===== src/rtl/e203_exu_longp_cmt_buf.sv =====
// Long-pipe result buffer: holds LSU responses and retires them in OITF order,
// steering clean results to regfile writeback and faulting ones to commit as exceptions.
module e203_exu_longp_cmt_buf #(
    parameter int DEPTH  = 2,
    parameter int ITAG_W = 1,
    parameter int CNT_W  = 8
) (
    input  logic              clk,
    input  logic              rst,

    input  logic              lsu_i_valid,
    output logic              lsu_i_ready,
    input  logic [ITAG_W-1:0] lsu_i_itag,
    input  logic [31:0]       lsu_i_wdat,
    input  logic [4:0]        lsu_i_rdidx,
    input  logic              lsu_i_rdwen,
    input  logic              lsu_i_ld,
    input  logic              lsu_i_st,
    input  logic              lsu_i_buserr,
    input  logic              lsu_i_insterr,
    input  logic [31:0]       lsu_i_badaddr,
    input  logic [31:0]       lsu_i_pc,

    input  logic              oitf_empty,
    input  logic [ITAG_W-1:0] oitf_ret_ptr,
    output logic              oitf_ret_ena,

    output logic              wbck_o_valid,
    input  logic              wbck_o_ready,
    output logic [31:0]       wbck_o_wdat,
    output logic [4:0]        wbck_o_rdidx,

    output logic              longp_excp_o_valid,
    input  logic              longp_excp_o_ready,
    output logic              longp_excp_o_ld,
    output logic              longp_excp_o_st,
    output logic              longp_excp_o_buserr,
    output logic              longp_excp_o_insterr,
    output logic [31:0]       longp_excp_o_badaddr,
    output logic [31:0]       longp_excp_o_pc,

    output logic [CNT_W-1:0]  excp_cnt
);

    localparam int PTR_W = (DEPTH > 1) ? $clog2(DEPTH) : 1;

    typedef struct packed {
        logic [ITAG_W-1:0] itag;
        logic [31:0]       wdat;
        logic [4:0]        rdidx;
        logic              rdwen;
        logic              ld;
        logic              st;
        logic              buserr;
        logic              insterr;
        logic [31:0]       badaddr;
        logic [31:0]       pc;
    } entry_t;

    entry_t             buf_q [DEPTH];
    logic [DEPTH-1:0]   vld_q;
    logic [PTR_W-1:0]   wr_ptr;
    logic [PTR_W-1:0]   rd_ptr;

    entry_t head;
    logic   head_vld;
    logic   eligible;
    logic   head_err;
    logic   excp_pop;
    logic   pop;
    logic   push;
    logic   full;

    // Outputs come only from registered head state, so there is no lsu_i -> output path.
    always_comb begin
        head      = buf_q[rd_ptr];
        head_vld  = vld_q[rd_ptr];
        eligible  = head_vld & !oitf_empty & (head.itag == oitf_ret_ptr);
        head_err  = head.buserr | head.insterr;

        longp_excp_o_valid = eligible & head_err;
        wbck_o_valid       = eligible & !head_err & head.rdwen;

        excp_pop = longp_excp_o_valid & longp_excp_o_ready;
        pop      = excp_pop
                 | (wbck_o_valid & wbck_o_ready)
                 | (eligible & !head_err & !head.rdwen);

        full        = vld_q[wr_ptr];
        lsu_i_ready = !full | pop;
        push        = lsu_i_valid & lsu_i_ready;

        oitf_ret_ena = pop;

        wbck_o_wdat  = wbck_o_valid ? head.wdat  : 32'd0;
        wbck_o_rdidx = wbck_o_valid ? head.rdidx : 5'd0;

        longp_excp_o_ld      = longp_excp_o_valid & head.ld;
        longp_excp_o_st      = longp_excp_o_valid & head.st;
        longp_excp_o_buserr  = longp_excp_o_valid & head.buserr;
        longp_excp_o_insterr = longp_excp_o_valid & head.insterr;
        longp_excp_o_badaddr = longp_excp_o_valid ? head.badaddr : 32'd0;
        longp_excp_o_pc      = longp_excp_o_valid ? head.pc      : 32'd0;
    end

    // Clear-then-set ordering lets a pop-through push reuse the slot being retired.
    always_ff @(posedge clk) begin
        if (rst) begin
            vld_q    <= '0;
            wr_ptr   <= '0;
            rd_ptr   <= '0;
            excp_cnt <= '0;
        end else begin
            if (pop) begin
                vld_q[rd_ptr] <= 1'b0;
                rd_ptr        <= rd_ptr + PTR_W'(1);
            end
            if (push) begin
                vld_q[wr_ptr] <= 1'b1;
                wr_ptr        <= wr_ptr + PTR_W'(1);
            end
            if (excp_pop && (excp_cnt != {CNT_W{1'b1}})) begin
                excp_cnt <= excp_cnt + CNT_W'(1);
            end
        end
    end

    always_ff @(posedge clk) begin
        if (!rst && push) begin
            buf_q[wr_ptr] <= '{itag:    lsu_i_itag,
                               wdat:    lsu_i_wdat,
                               rdidx:   lsu_i_rdidx,
                               rdwen:   lsu_i_rdwen,
                               ld:      lsu_i_ld,
                               st:      lsu_i_st,
                               buserr:  lsu_i_buserr,
                               insterr: lsu_i_insterr,
                               badaddr: lsu_i_badaddr,
                               pc:      lsu_i_pc};
        end
    end

endmodule

===== config.mk =====
export PLATFORM = sky130hd
export DESIGN_NAME = e203_exu_longp_cmt_buf
export DESIGN_NICKNAME = d
export VERILOG_FILES = /design/src/rtl/e203_exu_longp_cmt_buf.sv
export SDC_FILE = /design/constraint.sdc
export NUM_CORES = 1
export LEC_CHECK = 0
export CAP_MARGIN = 20
export CORE_ASPECT_RATIO = 0.7
export CORE_UTILIZATION = 47
export CTS_BUF_LIST = sky130_fd_sc_hd__clkbuf_8
export DETAILED_ROUTE_END_ITERATION = 10
export HOLD_SLACK_MARGIN = 0.05
export MAX_ROUTING_LAYER = met4
export PLACE_DENSITY = 0.87
export SLEW_MARGIN = 20
export SYNTH_ARGS = -nofsm -noshare
export SYNTH_HDL_FRONTEND = slang
export SYNTH_SLANG_ARGS = --single-unit
export TNS_END_PERCENT = 1

===== constraint.sdc =====
create_clock -name clk -period 7.13 [get_ports clk]
set_input_delay 2.139 -clock clk [delete_from_list [all_inputs] [get_ports clk]]
set_output_delay 2.139 -clock clk [all_outputs]
set_load 0.01 [all_outputs]

==> Word-level counts from Yosys, hierarchy flattened <==
Memories as Yosys holds them, arrays and structs flattened. A register that Yosys moved wholly into a read port is not among the register bits.
Index checks and enable logic that the tools add are counted.
{ "totals": {"ff_bits": 12, "elab_cells": 62, "n_memories": 1, "ramBits": 214, "inputBits": 114, "mem_bits_ro": 0, "out_inout_bits": 117, "latchBits": 0} }
{ "op_classes": {"n_reduce_logical": 9, "shift": 0, "bitwise": 20, "order_cmp": 4, "n_eq_ne": 2, "muxes": 19, "div": 0, "multipliers": 0, "add_sub_neg": 3} }
{ "memory_table": {"columns": ["memory", "words", "width", "read_ports", "rd_ports_with_merged_regs", "write_ports", "line", "text"], "rows": [
  ["buf_q", 2, 107, 1, 1, 1, "60", "entry_t buf_q [DEPTH];"]
]} }
{ "op_table": {"columns": ["op", "count"], "rows": [
  ["2-to-1 mux 32 bit", 3],
  ["AND 1 bit", 13],
  ["2-to-1 mux 1 bit", 10],
  ["adder 8 x 1 -> 8 bit (second input constant)", 1],
  ["!= test 8 bit (second input constant)", 1],
  ["2-to-1 mux 2 bit", 3],
  ["zero test 1 bit", 5],
  ["2-to-1 mux 5 bit", 1],
  ["logical AND 1 bit", 4],
  ["less-than comparator 1 x 2 -> 1 bit (second input constant)", 2],
  ["bitwise OR 1 bit", 4],
  ["adder 1 bit (second input constant)", 2],
  ["AND 2 bit", 1],
  ["demux 1 bit (select 1 bit)", 2],
  ["greater-or-equal comparator 1 bit (second input constant)", 2],
  ["inverter 2 bit", 1],
  ["bitwise OR 2 bit", 1],
  ["equality test 1 bit", 1]
]} }

==> Logic depth before layout (Yosys ltp) <==
Gate-level depths: netlist of the first run.
{ "logic_depth": {"ltp_word": 14, "mapped_depth": 8, "ltp_nobuf": 6} }

==> Worst setup path before layout of the first run <==
No wires, ideal clock.
{ "synth_timing": {"path_kind": "input-to-reg", "from": "input oitf_ret_ptr", "to": "memory buf_q[0][0] in the netlist's numbering, enable pin", "arrival_ns": 5.293, "slack_ns": 1.361, "t_required_ns": 6.654, "path_stages": 4, "setup_ns": 0.476, "path_buffers": 1, "path_cell_list": "xor2_1 > and4b_1 > buf_2 > o2111a_1"} }
{ "synth_between": {"elab_chain_len": 12, "elab_cells_between_ends": 15, "cone_classes": "eq/ne (1); mux (2); bitwise (11); reduce/logical (1)"} }
{ "synth_lines": {"columns": ["element", "line", "text"], "rows": [
  ["from (decl)", "25", "input logic [ITAG_W-1:0] oitf_ret_ptr,"],
  ["equality test 1 bit (*)", "78", "eligible = head_vld & !oitf_empty & (head.itag == oitf_ret_ptr);"],
  ["AND 1 bit (*)", "78", null],
  ["AND 1 bit", "82, 87", null],
  ["AND 1 bit", "82", "wbck_o_valid = eligible & !head_err & head.rdwen;"],
  ["AND 1 bit", "86", "| (wbck_o_valid & wbck_o_ready)"],
  ["bitwise OR 1 bit", "86", null],
  ["bitwise OR 1 bit (*)", "87", "| (eligible & !head_err & !head.rdwen);"],
  ["named net oitf_ret_ena", "26", "output logic oitf_ret_ena,"],
  ["bitwise OR 1 bit (*)", "90", "lsu_i_ready = !full | pop;"],
  ["AND 1 bit (*)", "91", "push = lsu_i_valid & lsu_i_ready;"],
  ["logical AND 1 bit (*)", "129", "if (!rst && push) begin"],
  ["2-to-1 mux 1 bit (*)", "129", null],
  ["2-to-1 mux 1 bit (not written as such) (*)", "130", "buf_q[wr_ptr] <= '{itag: lsu_i_itag,"],
  ["to (decl)", "60", null]
]} }
The timed path passes the listed nets; every way through them passes the cells marked *.

==> Worst setup path in the final report of the first run <==
{ "layout_timing": {"from": "input oitf_ret_ptr", "to": "output wbck_o_wdat[7]"} }
{ "layout_between": {"elab_chain_len": 5} }
{ "layout_lines": {"columns": ["element", "line", "text"], "rows": [
  ["equality test 1 bit", "78", null],
  ["AND 1 bit", "78", null],
  ["AND 1 bit (2 in a row)", "82", null],
  ["2-to-1 mux 32 bit", "95", "wbck_o_wdat = wbck_o_valid ? head.wdat : 32'd0;"],
  ["to (decl)", "30", "output logic [31:0] wbck_o_wdat,"]
]} }
Every way passes these cells.

==> metrics.txt, run 1 <==
status finished clean; setup slack, reg-to-reg 3.39 ns; XOR/XNOR share of the synthesized area 0.301%; number of nets in the layout 898; RePlAce Congestion 0.818; RSZ-0062 raised after global routing false; register bit total from synthesis 227; clock share of power 35.7%; LEAKAGE 3.82 nW; GRT Resource Usage Total 19.3%; DRC 0; Syn Inst Count 537; post-DR vias/cell 5.03; cell chain of the critical path clkdlybuf4s50_1 > xor2_1 > nand2_1 > or3_1 > buf_4 > nor2_1 > clkdlybuf4s50_1; TritonCTS Buffers 36; dominant synthesized flop cell edfxtp_1; row count 41; syn avg cell area 16.3 sq um; CTS Hold Bufs 0; cell area power density 225 nW/um^2; max cap viols 0; Worst Hold Class flop to flop; clk_lat worst skew 0.49 ns; top area cells in the synthesized netlist edfxtp_1, mux2i_1, nor2_1, dfxtp_1, nor2_2; area leader, netlist edfxtp_1; reg2reg end buf_q[0][29]; first-pass GRT wire length 27100 um; CP max stage cell clkdlybuf4s50_1; CP endpoint kind output port; # setup viols final 0; CP max FO 38; filler instances 1279; dpl hpwl 11800 um; Final Max Tran Viols 0; # resized after CTS 0; Post-synth top cells edfxtp_1, mux2i_1, nor2_1; sequential area share after synthesis 76.5%; Setup TNS 0 ns; antenna violations before repair 1; clock tree buffer depth 3; Comb pwr share 7.2%; Post CTS Setup Buffer Count 0; largest net degree at the start of global routing 73; post-synthesis mux area share 12.6%; clock root buffer clkbuf_8; complex-gate fraction of the synthesized area 1.67%; CTS sink count 227; Max Freq 150 MHz; Hold EP excp_cnt[7]; post-synthesis simple-gate area fraction 6.87%; yosys warns 0; switching share of power 21.7%; Arrival @ worst endpoint 4.51 ns; EDFF count, synth 214; Final Cell Area 11900 sq um; clk slew on worst S/H paths 0.06 ns; Critical Path RT 4.99 ns; Routed WL 18000 um; hold path depth 2; Flop pwr share 57.1%; Final Hold Viols 0; CTS tree done; Synth Area in Adders 0.143%; Cell Int Power 2.10 mW; Tmin final 6.65 ns; Die Span X 165 um; post-layout util 65.8%; hold_sp excp_cnt[7]; Die Y 116 um; relative slew slack 31.3%; area grow syn2layout 36.3%; worst slew pin tran 1.03 ns; initial core utilization 48.3%; Mapped Area 8740 sq um; # port buffers 230; most frequent cell after synthesis edfxtp_1; peak supply drop 183 uV; Die ar. 19200 sq um; largest family of logic cells by synthesized area multiplexers; vias in the first global route 5310; reg2reg path depth 5; post-synth top area share 73.5%; dpl cell area 11300 sq um; Synth async-reset ratio 0%; layout cells sized above 1 7.92%; crit start category primary input; WL per Instance 17.2 um; slowest cell delay on critical path 0.56 ns; vias 5252; CP most frequent cell clkdlybuf4s50_1; CP Class primary input to output port; Synth Net Count 652; Antenna Violating Nets Remaining 0; Iteration-0 DRC Markers 288; TritonRoute pass-1 iters 4; GRT overflow 0; CORE AREA 18100 sq um; library cells used by synthesis 38; NetSw 0.581 mW; # IOs 231; clock skew 0.0126 ns; Final Cycle Share 93.2%; H-tree level count 2
[sequential cells by signal (all words and copies together) (netlist names), named ones only]
signal and count:
rd_ptr 1, vld_q 2, buf_q 214, excp_cnt 8
wr_ptr 1
[layer usage]
metal | part of all wire (%) | GRT usage (%) | wire, um
met5 | 0 | - | 0
met2 | 48 | 31.2 | 8530
met4 | 1.9 | 6.36 | 343
met1 | 42 | 24.2 | 7610
met3 | 8.2 | 4.69 | 1480
[through the flow]
stage	cells	worst slack [ns]	hold WS, ns	power, mW
2_1_floorplan	537	1.36	0.513	1.64
3_3_place_gp	981	0.683	0.494	1.74
3_5_place_dp	981	0.499	0.506	1.75
4_1_cts	1044	0.488	0.515	2.71
5_1_grt	1045	0.394	0.547	2.79
6_report	1045	0.483	0.516	2.68
[how the worst max path moves through the flow]
stage | startpoint | endpoint | slack [ns] | depth (start not counted)
5_1_grt | oitf_ret_ptr | wbck_o_wdat[26] | 0.39 | 7
2_1_floorplan | oitf_ret_ptr | buf_q[0][0] | 1.36 | 4
4_1_cts | oitf_ret_ptr | wbck_o_wdat[7] | 0.49 | 7
3_5_place_dp | oitf_ret_ptr | wbck_o_wdat[7] | 0.50 | 7
3_3_place_gp | oitf_ret_ptr | wbck_o_wdat[4] | 0.68 | 7
6_report | oitf_ret_ptr | wbck_o_wdat[7] | 0.48 | 7
[kinds of logic after synthesis]
| logic type | count (synthesis) |
|---|---|
| multiplexers | 110 |
| flip-flops | 227 |
| AND/OR/NAND/NOR | 139 |
| AO/OA/AOI/OAI | 21 |
| XOR/XNOR | 3 |
| buffers and inverters | 36 |
| adder cells (fa/ha/maj) | 1 |
[layout by cell type, fill, tap and decap left out, types with 2 or more instances in the layout]
master,n
a21oi_1,6
and2_1,2
buf_12,2
buf_4,3
clkbuf_8,37
clkdlybuf4s50_1,230
clkinv_1,9
clkinv_2,3
clkinvlp_4,3
dfxtp_1,12
edfxtp_1,214
inv_1,19
mux2i_1,110
nand2_1,5
nand3_1,3
nor2_1,103
nor2_2,10
nor4_1,2
o2111a_4,2
o21a_1,2
o21ai_0,4
or3_1,5
xor2_1,2
[power groups by stage]
stage	Clock, mW	Combinational [mW]	Sequential, mW
6_report	0.957	0.194	1.53
5_1_grt	1.04	0.210	1.53
4_1_cts	0.986	0.196	1.53
3_5_place_dp	0	0.195	1.56
3_3_place_gp	0	0.189	1.56
2_1_floorplan	0	0.0838	1.55
[final cells by class]
type                            count  area, sq um  area share [%]
Antenna cell                        1         2.50          0.0210
Clock buffer                       37          509            4.27
Clock inverter                     26          113           0.945
Inverter                            9         33.8           0.283
Multi-Input combinational cell    274         1910            16.0
Sequential cell                   227         6690            56.1
Tap cell                          236          295            2.48
Timing Repair Buffer              235         2360            19.8
[worst max-delay path, delay by kind of cell]
family	cells	cell delay [ns]
buf+inv	3	1.34
simple gates	3	0.73
xor+xnor	1	0.30
Power figures use the tool's default switching activity.
==> run 2, diff against run 1 <==
--- a/config.mk
+++ b/config.mk
@@ -10,9 +10,10 @@
 export CORE_UTILIZATION = 47
 export CTS_BUF_LIST = sky130_fd_sc_hd__clkbuf_8
 export DETAILED_ROUTE_END_ITERATION = 10
+export DONT_BUFFER_PORTS = 1
 export HOLD_SLACK_MARGIN = 0.05
 export MAX_ROUTING_LAYER = met4
-export PLACE_DENSITY = 0.87
+export PLACE_DENSITY = 0.71
 export SLEW_MARGIN = 20
 export SYNTH_ARGS = -nofsm -noshare
 export SYNTH_HDL_FRONTEND = slang
==> run 2 against run 1 <==
  * Wire length is 9.3% lower
  * First-iteration DRC count down 5.2%
  * Sequential power barely moved
  * Final cell count shrank 22%
  * Sequential share of layout area is 13 points higher
  * Combinational power down 48%
  * Clock skew rose by 0.011 ns
  * Register-to-register slack improved by 0.15 ns
  * Critical path type unchanged
==> metrics.txt, run 2 (synthesized netlist as in run 1, its figures left out) <==
TritonRoute pass-1 iters 5 (+1); vias in the first global route 4326 (-19%); worst setup margin 1.48 ns (+0.998 ns); row count 41 (unchanged); CTS Hold Bufs 0 (unchanged); # IOs 231 (unchanged); clock share of power 37.2% (+1.5 points); LEAKAGE 2.99 nW (-22%); DP Worst Slack 1.49 ns (+0.987 ns); Final Cycle Share 79.2% (-14 points); Comb pwr share 3.9% (-3.3 points); max cap viols 0 (unchanged); # resized after CTS 0 (unchanged); biggest regs buf_q x214, excp_cnt x8, vld_q x2; status finished clean; TritonCTS Buffers 34 (-5.6%); Flop pwr share 59.0% (+1.9 points); switching share of power 20.7% (-0.97 points); peak supply drop 161 uV (-12%); Iteration-0 DRC Markers 273 (-5.2%); Die ar. 19200 sq um (unchanged); Antenna Violating Nets Remaining 0 (unchanged); placed cells 754 (-23%); # port buffers 0 (-100%); most frequent cells in the layout edfxtp_1, mux2i_1, nor2_1, clkbuf_8, inv_1; relative slew slack 31.7% (+0.34 points); H-tree level count 2 (unchanged); Tmin final 5.65 ns (-0.998 ns); post-layout util 53.1% (-13 points); CP max FO 38 (unchanged); hold path depth 2 (unchanged); clock tree buffer depth 3 (unchanged); Final Hold Viols 0 (unchanged); CP Class primary input to output port; number of nets in the layout 669 (-26%); Max Freq 177 MHz (+18%); Setup TNS 0 ns (unchanged); max reg flops 214 (unchanged); cell area power density 270 nW/um^2 (+20%); Final Max Tran Viols 0 (unchanged); Post CTS Setup Buffer Count 0 (unchanged); initial core utilization 48.3% (unchanged); vias 4367 (-17%); Die Y 116 um (unchanged); count of non-filler cells in the finished layout 813 (-22%); Cell Int Power 2.06 mW (-2.0%); reg2reg path depth 5 (unchanged); Die Span X 165 um (unchanged); commonest non-fill, non-tap cell in the layout edfxtp_1; Worst Hold Class flop to flop; worst slew pin tran 1.02 ns (-0.00504 ns); largest net degree at the start of global routing 61 (-16%); RePlAce Congestion 0.881 (+7.7%); Critical Path RT 4.99 ns (about the same); Routed WL 16300 um (-9.3%); post-DR vias/cell 5.37 (+6.9%); # setup viols final 0 (unchanged); WL per Instance 20.0 um (+17%); CTS tree done; dpl hpwl 10700 um (-8.8%); CORE AREA 18100 sq um (unchanged); DRC 0 (unchanged); clock root buffer clkbuf_8; clock skew 0.0234 ns (+0.0108 ns); GRT Resource Usage Total 17.0% (-2.3 points); clk_lat worst skew 0.50 ns (about the same); NetSw 0.537 mW (-7.5%); most flop-heavy register buf_q; CTS sink count 227 (unchanged); crit start category primary input; area grow syn2layout 9.99%; CP endpoint kind output port; GRT overflow 0 (unchanged); RSZ-0062 raised after global routing false; clk slew on worst S/H paths 0.06 ns (about the same); antenna violations before repair 0 (-1); Arrival @ worst endpoint 3.51 ns (-1.00 ns); diode count 0 (-1); first-pass GRT wire length 23800 um (-12%); layout cells sized above 1 11.4% (+3.5 points)
==> run 2: layout make-up <==
type | instances | area [sq um]
inverter | 9 | 33.8
clock buffer | 37 | 509
clock inverter | 22 | 116
multi-input combinational | 274 | 1910
sequential | 227 | 6690
fill | 1453 | 8490
tap | 236 | 295
timing repair buffer | 8 | 60.1
==> run 2: metrics by stage <==
| step | hold WS, ns | cell area (sq um) | power, mW |
|---|---|---|---|
| 6_report | 0.558 | 9610 | 2.60 |
| 5_1_grt | 0.575 | 9610 | 2.70 |
| 4_1_cts | 0.557 | 9610 | 2.64 |
| 3_5_place_dp | 0.549 | 8990 | 1.66 |
| 3_3_place_gp | 0.526 | 8990 | 1.66 |
| 2_1_floorplan | 0.513 | 8740 | 1.64 |
==> run 2: power by group through the flow <==
stage / Combinational (mW) / Sequential (mW) / Clock [mW]
5_1_grt: 0.110 / 1.53 / 1.06
3_3_place_gp: 0.100 / 1.56 / 0
4_1_cts: 0.103 / 1.53 / 1.00
3_5_place_dp: 0.102 / 1.56 / 0
2_1_floorplan: 0.0838 / 1.55 / 0
6_report: 0.100 / 1.53 / 0.965
==> run 2: final timing paths <==
kind	start	end	slack (ns)
worst max-delay path	oitf_ret_ptr	wbck_o_wdat[7]	1.48
worst max register to register	flop	buf_q[0][56]	3.54
worst min-delay path	vld_q[1]	vld_q[1]	0.56
worst min register to register	vld_q[1]	vld_q[1]	0.56
==> run 2: per-layer routing <==
| layer | vias up | global-route usage (%) | wire (um) |
|---|---|---|---|
| met5 | - | - | 0 |
| met1 | 2112 | 20.0 | 6420 |
| met2 | 200 | 26.4 | 7720 |
| li1 | 2026 | - | - |
| met4 | 0 | 5.69 | 253 |
| met3 | 29 | 7.24 | 1890 |
==> run 2: critical path, cell delays in order <==
cell and delay (ns):
xor2_1 0.29, nand2_1 0.15, or3_1 0.36, buf_4 0.28, nor2_1 0.29
